File: src/rtl/elevator_pkg.sv
// Shared elevator types: floor widths, scheduler states, scan direction constants
// and the SCAN target-selection helpers.
package elevator_pkg;

    localparam int unsigned FLOOR_W    = 2;
    localparam int unsigned NUM_FLOORS = 4;

    localparam logic DIR_UP   = 1'b1;
    localparam logic DIR_DOWN = 1'b0;

    typedef enum logic [1:0] {
        IDLE   = 2'd0,
        SELECT = 2'd1,
        OFFER  = 2'd2,
        TRAVEL = 2'd3
    } sched_state_e;

    typedef struct packed {
        logic               found;
        logic [FLOOR_W-1:0] target_floor;
        logic               up;
    } target_t;

    function automatic logic [NUM_FLOORS-1:0] floor_onehot(input logic [FLOOR_W-1:0] f);
        logic [NUM_FLOORS-1:0] oh;
        oh    = '0;
        oh[f] = 1'b1;
        return oh;
    endfunction

    // SCAN pick: nearest stop ahead, else reverse to nearest stop behind, else the current floor.
    function automatic target_t pick_target(input logic [NUM_FLOORS-1:0] pend,
                                            input logic [FLOOR_W-1:0]    cf,
                                            input logic                  up);
        target_t            t;
        logic               a_found;
        logic               b_found;
        logic [FLOOR_W-1:0] a_fl;
        logic [FLOOR_W-1:0] b_fl;
        a_found = 1'b0;
        b_found = 1'b0;
        a_fl    = '0;
        b_fl    = '0;
        for (int i = NUM_FLOORS - 1; i >= 0; i--) begin
            if (pend[i] && (FLOOR_W'(i) > cf)) begin
                a_found = 1'b1;
                a_fl    = FLOOR_W'(i);
            end
        end
        for (int i = 0; i < NUM_FLOORS; i++) begin
            if (pend[i] && (FLOOR_W'(i) < cf)) begin
                b_found = 1'b1;
                b_fl    = FLOOR_W'(i);
            end
        end
        t.found        = 1'b0;
        t.target_floor = cf;
        t.up           = up;
        if (up == DIR_UP) begin
            if (a_found) begin
                t.found = 1'b1; t.target_floor = a_fl; t.up = DIR_UP;
            end else if (b_found) begin
                t.found = 1'b1; t.target_floor = b_fl; t.up = DIR_DOWN;
            end
        end else begin
            if (b_found) begin
                t.found = 1'b1; t.target_floor = b_fl; t.up = DIR_DOWN;
            end else if (a_found) begin
                t.found = 1'b1; t.target_floor = a_fl; t.up = DIR_UP;
            end
        end
        if (!t.found && pend[cf]) begin
            t.found = 1'b1;
        end
        return t;
    endfunction

    // True when a pending stop lies strictly between the car and the offered target.
    function automatic logic in_scan_window(input logic [NUM_FLOORS-1:0] pend,
                                            input logic [FLOOR_W-1:0]    cf,
                                            input logic [FLOOR_W-1:0]    tgt,
                                            input logic                  up);
        logic hit;
        hit = 1'b0;
        for (int i = 0; i < NUM_FLOORS; i++) begin
            if (pend[i]) begin
                if (up == DIR_UP) begin
                    hit = hit | ((FLOOR_W'(i) > cf) && (FLOOR_W'(i) < tgt));
                end else begin
                    hit = hit | ((FLOOR_W'(i) < cf) && (FLOOR_W'(i) > tgt));
                end
            end
        end
        return hit;
    endfunction

endpackage

File: src/rtl/floor_request_scheduler_if.sv
// Target-floor handshake between the request scheduler and the elevator FSM.
interface floor_request_scheduler_if
    import elevator_pkg::*;
();
    logic               req_valid;
    logic [FLOOR_W-1:0] req_floor;
    logic               req_ack;
    logic [FLOOR_W-1:0] current_floor;
    logic               arrived;

    modport master (
        output req_valid,
        output req_floor,
        input  req_ack,
        input  current_floor,
        input  arrived
    );

    modport slave (
        input  req_valid,
        input  req_floor,
        output req_ack,
        output current_floor,
        output arrived
    );
endinterface

File: src/rtl/btn_debounce.sv
// One car button: 2-flop synchronizer, hold-time debounce, registered rise pulse.
module btn_debounce #(
    parameter int unsigned DEBOUNCE_CYCLES = 16,
    parameter int unsigned CNT_W           = 5
) (
    input  logic clk,
    input  logic rst_n,
    input  logic btn,
    output logic rise
);

    logic             sync_meta;
    logic             sync;
    logic             stable;
    logic [CNT_W-1:0] cnt;

    // A new level is accepted only after it has differed for DEBOUNCE_CYCLES cycles.
    always_ff @(posedge clk or negedge rst_n) begin
        if (!rst_n) begin
            sync_meta <= 1'b0;
            sync      <= 1'b0;
            stable    <= 1'b0;
            cnt       <= '0;
            rise      <= 1'b0;
        end else begin
            sync_meta <= btn;
            sync      <= sync_meta;
            rise      <= 1'b0;
            if (sync != stable) begin
                if (cnt == CNT_W'(DEBOUNCE_CYCLES - 1)) begin
                    stable <= sync;
                    cnt    <= '0;
                    rise   <= sync;
                end else begin
                    cnt <= cnt + CNT_W'(1);
                end
            end else begin
                cnt <= '0;
            end
        end
    end

endmodule

File: src/rtl/floor_request_scheduler.sv
// Latches debounced car-button presses as pending stops and offers the next
// SCAN target floor to the elevator FSM over a valid/ack handshake.
module floor_request_scheduler
    import elevator_pkg::*;
#(
    parameter int unsigned DEBOUNCE_CYCLES = 16,
    parameter int unsigned CNT_W           = 5
) (
    input  logic                       clk,
    input  logic                       reset,
    input  logic [NUM_FLOORS-1:0]      btn,
    floor_request_scheduler_if.master  bus,
    output logic                       dir_up,
    output logic [NUM_FLOORS-1:0]      pending,
    output logic                       busy
);

    sched_state_e          state;
    sched_state_e          state_next;
    logic [NUM_FLOORS-1:0] rise;
    logic [NUM_FLOORS-1:0] clr_mask;
    logic [NUM_FLOORS-1:0] pending_next;
    logic [FLOOR_W-1:0]    req_floor_q;
    logic [FLOOR_W-1:0]    req_floor_next;
    logic                  req_valid_q;
    logic                  dir_next;
    target_t               sel;

    for (genvar i = 0; i < NUM_FLOORS; i++) begin : g_btn
        btn_debounce #(
            .DEBOUNCE_CYCLES (DEBOUNCE_CYCLES),
            .CNT_W           (CNT_W)
        ) u_debounce (
            .clk   (clk),
            .rst_n (reset),
            .btn   (btn[i]),
            .rise  (rise[i])
        );
    end

    assign bus.req_valid = req_valid_q;
    assign bus.req_floor = req_floor_q;

    // Next state, next target and pending update; a clear beats a same-cycle set.
    always_comb begin
        state_next     = state;
        req_floor_next = req_floor_q;
        dir_next       = dir_up;
        clr_mask       = bus.arrived ? floor_onehot(bus.current_floor) : '0;
        pending_next   = (pending | rise) & ~clr_mask;
        sel            = pick_target(pending, bus.current_floor, dir_up);
        unique case (state)
            IDLE: begin
                if (|pending) state_next = SELECT;
            end
            SELECT: begin
                if (sel.found) begin
                    state_next     = OFFER;
                    req_floor_next = sel.target_floor;
                    dir_next       = sel.up;
                end else begin
                    state_next = IDLE;
                end
            end
            OFFER: begin
                if (bus.req_ack) begin
                    state_next = TRAVEL;
                end else if (in_scan_window(pending, bus.current_floor, req_floor_q, dir_up)) begin
                    state_next = SELECT;
                end
            end
            TRAVEL: begin
                if (bus.arrived && (bus.current_floor == req_floor_q)) state_next = SELECT;
            end
            default: state_next = IDLE;
        endcase
    end

    always_ff @(posedge clk or negedge reset) begin
        if (!reset) begin
            state       <= IDLE;
            pending     <= '0;
            dir_up      <= DIR_UP;
            req_floor_q <= '0;
            req_valid_q <= 1'b0;
            busy        <= 1'b0;
        end else begin
            state       <= state_next;
            pending     <= pending_next;
            dir_up      <= dir_next;
            req_floor_q <= req_floor_next;
            req_valid_q <= (state_next == OFFER);
            busy        <= (state_next != IDLE);
        end
    end

endmodule

File: src/flat_wrapper.sv
// flat-port wrapper written by rule: the top's interface ports become plain ports
module floor_request_scheduler_flat import elevator_pkg::*;
#(
    parameter int unsigned DEBOUNCE_CYCLES = 16,
    parameter int unsigned CNT_W           = 5
)
  (clk, reset, btn, dir_up, pending, busy, bus_req_valid, bus_req_floor, bus_req_ack, bus_current_floor, bus_arrived);
  floor_request_scheduler_if bus_i ();
  input  logic clk;
  input  logic reset;
  input  logic [NUM_FLOORS-1:0] btn;
  output logic dir_up;
  output logic [NUM_FLOORS-1:0] pending;
  output logic busy;
  output wire logic [$bits(bus_i.req_valid)-1:0] bus_req_valid;
  output wire logic [$bits(bus_i.req_floor)-1:0] bus_req_floor;
  input wire logic [$bits(bus_i.req_ack)-1:0] bus_req_ack;
  input wire logic [$bits(bus_i.current_floor)-1:0] bus_current_floor;
  input wire logic [$bits(bus_i.arrived)-1:0] bus_arrived;
  assign bus_req_valid = bus_i.req_valid;
  assign bus_req_floor = bus_i.req_floor;
  assign bus_i.req_ack = bus_req_ack;
  assign bus_i.current_floor = bus_current_floor;
  assign bus_i.arrived = bus_arrived;
  floor_request_scheduler #(.DEBOUNCE_CYCLES(DEBOUNCE_CYCLES), .CNT_W(CNT_W)) u_core (.clk(clk), .reset(reset), .btn(btn), .bus(bus_i), .dir_up(dir_up), .pending(pending), .busy(busy));
endmodule
File: config.mk
export PLATFORM = sky130hd
export DESIGN_NAME = floor_request_scheduler_flat
export DESIGN_NICKNAME = d
export VERILOG_FILES = /design/src/rtl/elevator_pkg.sv /design/src/rtl/floor_request_scheduler_if.sv /design/src/rtl/btn_debounce.sv /design/src/rtl/floor_request_scheduler.sv /design/src/flat_wrapper.sv
export SDC_FILE = /design/constraint.sdc
export NUM_CORES = 1
export LEC_CHECK = 0
export ABC_AREA = 1
export BUFFER_PORTS_ARGS = -buffer_cell sky130_fd_sc_hd__buf_2
export CORE_UTILIZATION = 50
export DETAILED_ROUTE_END_ITERATION = 8
export PLACE_DENSITY = 0.65
export SYNTH_ARGS = -nofsm -noshare
export SYNTH_HDL_FRONTEND = slang
export SYNTH_SLANG_ARGS = --single-unit
File: constraint.sdc
create_clock -name clk -period 2.59 [get_ports clk]
set_input_delay 0.3885 -clock clk [delete_from_list [all_inputs] [get_ports clk]]
set_output_delay 0.3885 -clock clk [all_outputs]
set_load 0.05 [all_outputs]
# --- Word level (Yosys, flattened, before mapping) ---
# Index checks and enable logic that the tools add are counted.
totals:
  ff_bits: 47
  output_inout_bits: 9
  wordCells: 162
classes:
  addsub: 4
  order_cmp: 18
  n_eq_ne: 13
  mux: 64
  bitwise: 9
  n_reduce_logical: 28
op_table:
  columns: ["operator", "n"]
  rows:
  - ["$mux W5", 8]
  - ["$mux W1", 36]
  - ["$mux W4", 6]
  - ["$mux W2", 11]
  - ["$add A5 B1 Y5 const B", 4]
  - ["$eq A5 B4 Y1 const B", 4]
  - ["$logic_and A1 B1 Y1", 19]
  - ["$reduce_and A2 Y1", 5]
  - ["$gt A1 B2 Y1 const A", 4]
  - ["$gt A2 B2 Y1 const A", 4]
  - ["$lt A1 B2 Y1 const A", 4]
  - ["$lt A2 B2 Y1 const A", 4]
  - ["$pmux W2 S4", 1]
  - ["$eq A2 B2 Y1 const B", 3]
  - ["$or A1 B1 Y1", 6]
  - ["$and A4 B4 Y4", 1]
  - ["$ne A1 B1 Y1", 4]
  - ["$not A4 Y4", 1]
  - ["$or A4 B4 Y4", 1]
  - ["$reduce_or A4 Y1", 1]
  - ["$lt A2 B3 Y1 const B", 1]
  - ["$bmux W1 S2", 1]
  - ["$demux W1 S2", 1]
  - ["$eq A2 B1 Y1 const B", 1]
  - ["5 further kinds", 5]

# --- Logic depth before layout (Yosys ltp) ---
# Gate-level depths: netlist (run 1).
depth:
  word_depth: 25
  depth_mapped: 10
  ltp_nobuf: 9

# --- Hierarchy ---
# Synthesis (run 1) repeated with hierarchy kept, for this count alone.
unflattened:
  cells_unflattened: 255
  area_unflattened_um2: 2122.0
modules_own_cells:
  columns: ["mod", "n_inst", "cells_per_inst", "area_each_um2", "seq_area_each_um2"]
  rows:
  - ["btn_debounce", 4, 38, 355.3, 225.2]
  - ["floor_request_scheduler", 1, 103, 700.7, 276.5]

# --- Worst setup path after synthesis (run 1) ---
# Ideal clock, no wire load.
synth_timing:
  kind: "reg-to-reg"
  start: "reg u_core.pending[1]"
  end: "reg u_core.req_valid_q, in the netlist u_core.bus.req_valid"
  setup_time_ns: 0.122
  arrival_ns: 1.269
  required_time_ns: 2.468
  path_slack_ns: 1.199
  stages_incl_launch_ff: 8
  n_path_buf: 0
  synth_period_minus_slack_ns: 1.391
  path_cell_list: "dfrtp_1 > inv_1 > o21ai_0 > nand2_1 > nand2_1 > nand2_1 > nand2_2 > a21oi_2"
synth_via:
  elab_chain_cells: 17
  elab_cells_between_ends: 39
synth_lines:
  columns: ["element", "line_no", "source"]
  rows:
  - ["from (decl)", "floor_request_scheduler.sv:14", "output logic [NUM_FLOORS-1:0] pending,"]
  - ["from (signal assigned)", "floor_request_scheduler.sv:89", "pending <= pending_next;"]
  - ["$mux W1", "elevator_pkg.sv:86", "if (pend[i]) begin"]
  - ["$mux W1", "floor_request_scheduler.sv:66", "if (bus.req_ack) begin"]
  - ["$mux W1", "floor_request_scheduler.sv:52", "unique case (state)"]
  - ["$or A1 B1 Y1 (on tied branches)", "elevator_pkg.sv:90, elevator_pkg.sv:88", null]
  - ["$mux W1", "elevator_pkg.sv:87", "if (up == DIR_UP) begin"]
  - ["$mux W1", "elevator_pkg.sv:86", null]
  - ["$mux W1", "floor_request_scheduler.sv:66", null]
  - ["$mux W1", "floor_request_scheduler.sv:52", null]
  - ["$or A1 B1 Y1 (on tied branches)", "elevator_pkg.sv:90, elevator_pkg.sv:88", null]
  - ["$mux W1", "elevator_pkg.sv:87", null]
  - ["$mux W1", "elevator_pkg.sv:86", null]
  - ["$mux W1", "floor_request_scheduler.sv:66", null]
  - ["$mux W1", "floor_request_scheduler.sv:52", null]
  - ["$mux W2", "floor_request_scheduler.sv:68", "end else if (in_scan_window(pending, bus.current_floor, req_floor_q, dir_up)) begin"]
  - ["$mux W2", "floor_request_scheduler.sv:66", null]
  - ["$pmux W2 S4 *", "floor_request_scheduler.sv:52", null]
  - ["$eq A2 B2 Y1 *", "floor_request_scheduler.sv:92", "req_valid_q <= (state_next == OFFER);"]
  - ["to (signal assigned)", "floor_request_scheduler.sv:92", null]
  - ["to (decl)", "floor_request_scheduler.sv:25", "logic req_valid_q;"]
# Mark *: on every way between the ends. The rest lies on a longest branch, timed or not. The select of a mux whose other input is x is not followed.
# A chain may end at the register's enable or synchronous reset.

# --- Final worst setup path (run 1) ---
layout_timing:
  start: "reg u_core.dir_up"
  end: "out dir_up"
layout_rtl:
  columns: ["element", "line_no", "source"]
  rows:
  - ["from (decl)", "floor_request_scheduler.sv:13", "output logic dir_up,"]
  - ["from (signal assigned)", "floor_request_scheduler.sv:90", "dir_up <= dir_next;"]
  - ["to (decl)", "flat_wrapper.sv:12", "output logic dir_up;"]
# No word-level cell between the ends.

==> results of run 1 <==
[through the flow]
stage / setup slack, ns / cell area, µm² / power, µW
2_1_floorplan: 1.20 / 2020 / 1070
3_3_place_gp: 1.23 / 2150 / 1140
3_5_place_dp: 1.21 / 2150 / 1140
4_1_cts: 1.04 / 2260 / 1660
5_1_grt: 1.01 / 2260 / 1730
6_report: 1.06 / 2260 / 1630
[synth_stat cells]
cell,n,area share
buf_6,2,0.011
a21oi_2,1,0.0043
nor3_1,4,0.0099
o21ai_0,4,0.0099
dfrtp_1,46,0.57
nand2_1,58,0.11
ha_1,4,0.025
xnor2_1,4,0.017
dfstp_2,1,0.013
or2_2,5,0.016
a21oi_1,3,0.0074
clkinv_1,1,0.0019
nand3_1,16,0.040
nand2_2,2,0.0062
nand4_1,1,0.0031
o22ai_1,1,0.0031
inv_1,25,0.047
o32ai_1,2,0.0087
or2_1,1,0.0031
inv_4,1,0.0031
xor2_1,4,0.017
nor2_1,37,0.069
nor2_2,2,0.0062
[worst reg2reg max path, stage by stage, from the launching register on]
cell and delay, ns:
dfrtp_1 0.40, ha_1 0.21, nand2_1 0.06, inv_1 0.05, nand2_1 0.07, nor2_1 0.06, or2_2 0.29, nor2_1 0.10
[sequential cells by signal (all words and copies together) (netlist names)]
signal and count:
u_core.g_btn.u_debounce.stable 4, u_core.bus.req_floor 2, u_core.pending 4, u_core.state 2
u_core.g_btn.u_debounce.cnt 20, u_core.bus.req_valid 1, u_core.busy 1, u_core.g_btn.u_debounce.sync 4
u_core.dir_up 1, u_core.g_btn.u_debounce.sync_meta 4, u_core.g_btn.u_debounce.rise 4
[power by group through the flow]
stage	Sequential, µW	Clock [µW]	Combinational (µW)
after floorplan	941	0	124
after global placement	854	0	286
after detailed placement	854	0	289
after CTS	839	531	290
after global routing	849	558	323
final	840	506	287
[routing by layer]
metal | global-route usage | wire (µm)
met1 | 0.218 | 1550
met2 | 0.299 | 1470
met3 | 0.0469 | 124
met4 | 0.0734 | 48
met5 | 0 | 0
[worst max path at each step]
stage	to	startpoint	depth (start not counted)
6_report	dir_up	u_core.dir_up$_DFFE_PN1P_	1
5_1_grt	dir_up	u_core.dir_up$_DFFE_PN1P_	1
2_1_floorplan	u_core.bus.req_valid$_DFF_PN0_	u_core.pending[1]$_DFF_PN0_	7
3_5_place_dp	u_core.bus.req_valid$_DFF_PN0_	bus_current_floor[1]	9
3_3_place_gp	u_core.bus.req_floor[1]$_DFFE_PN0P_	bus_current_floor[0]	10
4_1_cts	dir_up	u_core.dir_up$_DFFE_PN1P_	1
[cell type report]
class | count | area, µm²
sequential | 47 | 1180
clock buffer | 7 | 76.3
timing repair buffer | 19 | 97.6
inverter | 27 | 104
multi-input combinational | 149 | 713
clock inverter | 1 | 30.0
tap | 48 | 60.1
fill | 350 | 1510
[logic make-up (layout without fill, tap and decap cells)]
| group | count (synthesis) | after routing | share of synthesized area |
|---|---|---|---|
| and+or+nand+nor | 126 | 126 | 0.261 |
| DFF | 47 | 47 | 0.584 |
| buffers and inverters | 29 | 54 | 0.0627 |
| AOI/OAI and AO/OA | 11 | 11 | 0.0335 |
| xor gates and xnor gates | 8 | 8 | 0.0347 |
| adders and majority gates | 4 | 4 | 0.0248 |
==> flow_metrics.tcl, run 1 <==
set metrics [dict create \
    fin_setup_tns_ns 0 \
    clock-sinks 47 \
    switching_share 0.286 \
    wire_per_inst_um 10.7 \
    ys_seq_elements 47 \
    slowest_delay_ns 0.58 \
    regToRegStartpoint "u_core.g_btn[1].u_debounce.cnt[0]$_DFF_PN0_" \
    setup_viol 0 \
    worstPathMaxFanout 6 \
    layout.nets 263 \
    post-route-period-util 0.591 \
    gp_congestion 0.900 \
    irDropWorstVdd_mv 0.430 \
    area_delta_synth_final_pct 12.0 \
    vias 1420 \
    hold_buffers 0 \
    clk_pin_slew_ns 0.08 \
    fmax_ghz 0.653 \
    syn_nets 239 \
    ios 19 \
    power_frac_comb 0.176 \
    cp.required_ns 2.20 \
    die_area_mm2 0.00429 \
    rsz0062_at_grt "false" \
    grt_overflow_total 0 \
    r2r_setup_slack_ns 1.27 \
    p_switching_uw 467 \
    final_common_cell "nand2_1" \
    cap_violations 0 \
    path_cells "buf_2" \
    worst-setup-path-type "register to output port" \
    start_kind "register" \
    final_cell_mix "nand2_1, dfrtp_1, nor2_1, inv_1, buf_2" \
    grt_usage 0.179 \
    wl_um 3190 \
    cts_resized 0 \
    leakagePower_uw 0.00124 \
    syn-cell-area_mm2 0.00202 \
    arrival_ns 1.14 \
    syn_area_per_cell_um2 8.96 \
    core_area_mm2 0.00377 \
    portBuffers 18 \
    numCtsBuffers 5 \
    yosysWarnings 0 \
    num_rows 22 \
    internal_power_uw 1170 \
    tightest_slew_ns 0.437 \
    fp.dieW_um 65.5 \
    p_per_area_mw_per_mm2 723 \
    start_util 0.535 \
    clockPowerShare 0.310 \
    drc_errors 0 \
    layout.cells.non_filler 298 \
    fin_crit_ns 1.53 \
    power_frac_seq 0.514 \
    reg2regPathDepth 7 \
    seq_area_frac_synth 0.584 \
    fin_util 0.599 \
    path_buf_inv 1 \
    place_inst 290 \
    timing_hold_violations_final 0 \
    vias_per_cell 4.77 \
    synthCells 225 \
    grt_max_degree 29 \
    cts_setup_buffers 0 \
    grt_pass1_wl_um 5720 \
    drt.antenna.violating_nets 0 \
    endpoint_kind "output port" \
    fp.dieH_um 65.5 \
    clock_path_buffers 2 \
    n_antenna_cell 0 \
    drt_iter0_markers 73 \
    cts_tree "yes" \
    finalHoldWorstSlack_ns 0.0352 \
    min_path_type "input port to asynchronous set/reset pin" \
    cp_top_family "flip-flops" \
    status "finished clean" \
    clock-root-buffer "clkbuf_8" \
    dp_hpwl_um 2410 \
    slew_headroom 0.709 \
    drt-pass1-iter-count 6 \
    yosys.cell_types.count 23 \
    clkLatencyLatePin_ns 0.28 \
    htreeDepth 2 \
    post_route_cells_drive_above_1_share 0.148 \
    r2r_end "u_core.g_btn[1].u_debounce.cnt[0]$_DFF_PN0_" \
    final.setup_skew_ns 0.00448 \
    antenna_found_initial 0 \
    maxSlewViolCount 0 \
    grt_pass1_vias 1357 \
    critPathSlowestCell "dfstp_2" \
]
No activity file was read; power rests on OpenSTA's default activity.
==> run 2: changes to the inputs <==
==> constraint.sdc (replaced) <==
create_clock -name clk -period 1.54 [get_ports clk]
set_input_delay 0.231 -clock clk [delete_from_list [all_inputs] [get_ports clk]]
set_output_delay 0.231 -clock clk [all_outputs]
set_load 0.05 [all_outputs]
==> run 2 against run 1 <==
  * Sequential power up 68%
  * Largest power group unchanged
  * Worst setup slack worse by 0.90 ns
  * Via count down 0.35%
  * Clock-buffer cell count unchanged
  * Die area unchanged
  * Clock power up 36%
  * Critical path type unchanged
==> flow_metrics.tcl, run 2 (synthesis gave the netlist of run 1 again) <==
set metrics [dict create \
    fp.dieH_um 65.5 \
    dp_hpwl_um 2390 \
    n_antenna_cell 0 \
    hold_buffers 1 \
    timing_hold_violations_final 0 \
    cts_setup_buffers 0 \
    htreeDepth 2 \
    drt-pass1-iter-count 4 \
    final_common_cell "nand2_1" \
    wire_per_inst_um 11.0 \
    cp_top_family "flip-flops" \
    slowest_delay_ns 0.59 \
    filler_cell_count 324 \
    maxSlewViolCount 0 \
    cap_violations 0 \
    final.setup_skew_ns 0.00252 \
    drc_errors 0 \
    start_kind "register" \
    fmax_ghz 0.723 \
    critPathSlowestCell "dfstp_2" \
    grt_pass1_vias 1330 \
    num_rows 22 \
    fin_crit_ns 1.38 \
    fin_setup_tns_ns 0 \
    numCtsBuffers 5 \
    rsz0062_at_grt "false" \
    tightest_slew_ns 0.422 \
    endpoint_kind "output port" \
    largest_reg_flops 20 \
    gp_congestion 0.867 \
    ios 19 \
    r2r_setup_slack_ns 0.22 \
    fp.dieW_um 65.5 \
    die_area_mm2 0.00429 \
    leakagePower_uw 0.00124 \
    grt_pass1_wl_um 5880 \
    finalHoldWorstSlack_ns 0.0406 \
    post_route_cells_drive_above_1_share 0.147 \
    grt_usage 0.187 \
    path_buf_inv 1 \
    status "finished clean" \
    worstPathMaxFanout 6 \
    slew_headroom 0.717 \
    vias_per_cell 4.73 \
    setup_viol 0 \
    clkLatencyLatePin_ns 0.29 \
    wl_um 3290 \
    cts_resized 0 \
    clock_path_buffers 2 \
    final_cell_mix "nand2_1, dfrtp_1, nor2_1, inv_1, buf_2" \
    post-route-period-util 0.898 \
    drt_iter0_markers 117 \
    clock-sinks 47 \
    area_delta_synth_final_pct 11.8 \
    clk_pin_slew_ns 0.08 \
    top_register "u_core.g_btn.u_debounce.cnt" \
    min_path_type "input port to register" \
    antenna_found_initial 0 \
    cts_tree "yes" \
    vias 1415 \
    cp.required_ns 1.31 \
    worst-setup-path-type "register to output port" \
    layout.nets 264 \
    core_area_mm2 0.00377 \
    grt_max_degree 34 \
    irDropWorstVdd_mv 0.621 \
    drt.antenna.violating_nets 0 \
    portBuffers 18 \
    path_cells "buf_2" \
    ff_latch_area_mm2 0.00118 \
    p_per_area_mw_per_mm2 1150 \
    clock-root-buffer "clkbuf_8" \
    arrival_ns 1.15 \
    start_util 0.535 \
    grt_overflow_total 0 \
    multiInputGateArea_um2 713 \
]
run 2: cell count changes in the layout (fill, tap and decap cells not counted), sizes merged:
| cell | delta |
|---|---|
| clkinv | +1 |
| dlygate4sd3 | +1 |
| bufinv | -1 |
run 2: path summary, 6_finish.rpt:
path,startpoint,cells past startpoint,to
setup / recovery,u_core.dir_up$_DFFE_PN1P_,1,dir_up
hold / removal,btn[2],1,u_core.g_btn[2].u_debounce.sync_meta$_DFF_PN0_
setup reg to reg,u_core.g_btn[3].u_debounce.cnt[0]$_DFF_PN0_,7,u_core.g_btn[3].u_debounce.cnt[3]$_DFF_PN0_
hold reg to reg,u_core.g_btn[0].u_debounce.sync_meta$_DFF_PN0_,0,u_core.g_btn[0].u_debounce.sync$_DFF_PN0_
min in group asynchronous,reset,2,u_core.state[0]$_DFF_PN0_
max in group asynchronous,reset,3,u_core.g_btn[3].u_debounce.sync_meta$_DFF_PN0_
run 2: cell type report:
| type | instances | area share |
|---|---|---|
| sequential | 47 | 0.522 |
| timing repair buffer | 20 | 0.0532 |
| inverter | 27 | 0.0460 |
| tap | 48 | 0.0266 |
| clock inverter | 1 | 0.00222 |
| multi-input combinational | 149 | 0.316 |
| clock buffer | 7 | 0.0338 |
run 2: where the power goes:
group,total [µW],internal (µW),switching (µW)
Clock,687,319,369
Sequential,1410,1330,78.9
Combinational,490,146,344
Total,2590,1800,791
run 2: metrics by stage:
step / power (µW) / std cells / util / worst slack (ns) / area, µm²
6_report: 2590 / 299 / 0.598 / 0.157 / 2260
5_1_grt: 2760 / 299 / 0.598 / 0.0498 / 2260
4_1_cts: 2640 / 299 / 0.598 / 0.142 / 2260
3_5_place_dp: 1930 / 290 / 0.574 / 0.206 / 2160
3_3_place_gp: 1920 / 290 / 0.574 / 0.269 / 2160
2_1_floorplan: 1790 / 225 / - / 0.149 / 2020
run 2: metal layers:
layer	wire, µm	track usage
met3	126	0.0365
met1	1660	0.250
met4	47	0.0978
met5	0	0
met2	1460	0.287
==> run 3: changes to the inputs <==
--- a/config.mk
+++ b/config.mk
@@ -9,7 +9,7 @@
 export BUFFER_PORTS_ARGS = -buffer_cell sky130_fd_sc_hd__buf_2
 export CORE_UTILIZATION = 50
 export DETAILED_ROUTE_END_ITERATION = 8
-export PLACE_DENSITY = 0.65
+export PLACE_DENSITY = 0.68
 export SYNTH_ARGS = -nofsm -noshare
 export SYNTH_HDL_FRONTEND = slang
 export SYNTH_SLANG_ARGS = --single-unit
==> run 3 against run 2 <==
  * Sequential cell count is the same
  * Highest routed layer unchanged
  * Via count grew 1.3%
  * Worst hold slack lost 0.0073 ns
  * Core utilization grew 1.4 points
  * Design area grew 2.3%
  * Register-to-register slack lost 0.03 ns
  * Total power grew 13%
  * Clock skew grew 0.0021 ns
  * Combinational power is essentially flat
  * Routed wire length shrank 1.9%
==> flow_metrics.tcl, run 3 (synthesis gave the netlist of run 1 again) <==
set metrics [dict create \
    cts_tree "yes" \
    numCtsBuffers 5 \
    met2_usage 0.307 \
    num_rows 22 \
    antenna_found_initial 0 \
    core_area_mm2 0.00377 \
    cp_top_family "flip-flops" \
    largest_reg_flops 20 \
    filler_cell_count 315 \
    grtUsageMet1 0.201 \
    arrival_ns 1.16 \
    portBuffers 18 \
    clock-sinks 47 \
    hold_end "u_core.g_btn[0].u_debounce.sync_meta$_DFF_PN0_" \
    leakagePower_uw 0.00127 \
    p_switching_uw 806 \
    fin_crit_ns 1.39 \
    power_frac_seq 0.481 \
    timing_hold_violations_final 0 \
    start_kind "register" \
    critPathSlowestCell "dfstp_2" \
    multiInputGateArea_um2 713 \
    path_buf_inv 1 \
    slowest_delay_ns 0.59 \
    cts_setup_buffers 0 \
    fp.dieH_um 65.5 \
    cp.required_ns 1.31 \
    fin_util 0.612 \
    wire_per_inst_um 10.8 \
    fmax_ghz 0.718 \
    htreeDepth 2 \
    layout.nets 264 \
    min_from "btn[0]" \
    ios 19 \
    ff_latch_area_mm2 0.00118 \
    layout.cells.non_filler 299 \
    dp_hpwl_um 2390 \
    grt_util_met3 0.0590 \
    clkLatencyLatePin_ns 0.29 \
    drc_errors 0 \
    vias 1433 \
    place_inst 290 \
    min_path_type "input port to register" \
    hold_path_depth 1 \
    r2r_end "u_core.g_btn[3].u_debounce.cnt[0]$_DFF_PN0_" \
    slew_headroom 0.746 \
    rsz0062_at_grt "false" \
    power_frac_comb 0.167 \
    clockPowerShare 0.352 \
    clk_pin_slew_ns 0.08 \
    final.setup_skew_ns 0.00464 \
    p_per_area_mw_per_mm2 1270 \
    post_route_cells_drive_above_1_share 0.151 \
    n_antenna_cell 0 \
    grt_max_degree 34 \
    wl_um 3230 \
    clock_path_buffers 2 \
    final_cell_mix "nand2_1, dfrtp_1, nor2_1, inv_1, buf_2" \
    worstPathMaxFanout 6 \
    path_cells "buf_2" \
    start_util 0.535 \
    tightest_slew_ns 0.381 \
    drt_iter0_markers 91 \
    switching_share 0.275 \
    drt.antenna.violating_nets 0 \
    maxSlewViolCount 0 \
    cts_resized 0 \
    clock-root-buffer "clkbuf_8" \
    regToRegStartpoint "u_core.g_btn[3].u_debounce.cnt[0]$_DFF_PN0_" \
    grt_overflow_total 0 \
    fp.dieW_um 65.5 \
    endpoint_kind "output port" \
    setup_viol 0 \
    post-route-period-util 0.904 \
    die_area_mm2 0.00429 \
    grt_pass1_wl_um 5680 \
    area_delta_synth_final_pct 14.4 \
    irDropWorstVdd_mv 0.826 \
    r2r_setup_slack_ns 0.19 \
    busiest_layer "met2" \
    vias_per_cell 4.79 \
    final_common_cell "nand2_1" \
    finalHoldWorstSlack_ns 0.0333 \
    grt_pass1_vias 1366 \
    drt-pass1-iter-count 4 \
    worst-setup-path-type "register to output port" \
    internal_power_uw 2130 \
    top_register "u_core.g_btn.u_debounce.cnt" \
    cap_violations 0 \
    reg2regPathDepth 7 \
    status "finished clean" \
    grt_usage 0.179 \
    fin_setup_tns_ns 0 \
    gp_congestion 0.866 \
]
## run 3: changes by cell type in the layout (fill, tap and decap cells not counted), sizes merged
cell,delta
bufinv,+2
clkinv,-1
clkbuf,-1
## run 3: repair_timing
| action | in CTS | in global routing |
|---|---|---|
| hold endpoints to repair | 13 | 0 |
| hold buffers | 1 | 0 |
| endpoints found under the setup margin | 0 | 0 |
## run 3: final cells by class
cell class                      count  share of cell area
Sequential cell                    47               0.510
Multi-Input combinational cell    149               0.309
Timing Repair Buffer               20              0.0521
Inverter                           27              0.0450
Clock buffer                        6              0.0315
Clock inverter                      2              0.0260
Tap cell                           48              0.0260
## run 3: stage by stage
step | total power, µW | setup WS, ns | cell area (µm²)
2_1_floorplan | 1790 | 0.149 | 2020
3_3_place_gp | 1920 | 0.271 | 2160
4_1_cts | 2980 | 0.128 | 2310
6_report | 2930 | 0.147 | 2310
5_1_grt | 3090 | 0.0695 | 2310
3_5_place_dp | 1930 | 0.246 | 2160
## run 3: worst max path at each step
stage	from	end	slack (ns)	cells after the start
global route	u_core.g_btn[3].u_debounce.cnt[0]$_DFF_PN0_	u_core.g_btn[3].u_debounce.cnt[0]$_DFF_PN0_	0.07	7
floorplan	u_core.pending[1]$_DFF_PN0_	u_core.bus.req_valid$_DFF_PN0_	0.15	7
detailed placement	u_core.g_btn[2].u_debounce.cnt[0]$_DFF_PN0_	u_core.g_btn[2].u_debounce.cnt[0]$_DFF_PN0_	0.25	7
finish	u_core.dir_up$_DFFE_PN1P_	dir_up	0.15	1
CTS	u_core.dir_up$_DFFE_PN1P_	dir_up	0.13	1
global placement	u_core.g_btn[0].u_debounce.cnt[0]$_DFF_PN0_	u_core.g_btn[0].u_debounce.cnt[0]$_DFF_PN0_	0.27	7
## run 3: power by group through the flow
stage / Clock (µW) / Sequential [µW] / Combinational (µW)
floorplan: 0 / 1580 / 209
global placement: 0 / 1430 / 490
detailed placement: 0 / 1440 / 495
CTS: 1070 / 1410 / 499
global route: 1120 / 1430 / 546
finish: 1030 / 1410 / 491
## run 3: routing by layer
layer,vias up,share of wire
met1,656,0.47
met2,23,0.47
met5,-,0
met3,6,0.040
met4,0,0.020
li1,748,-
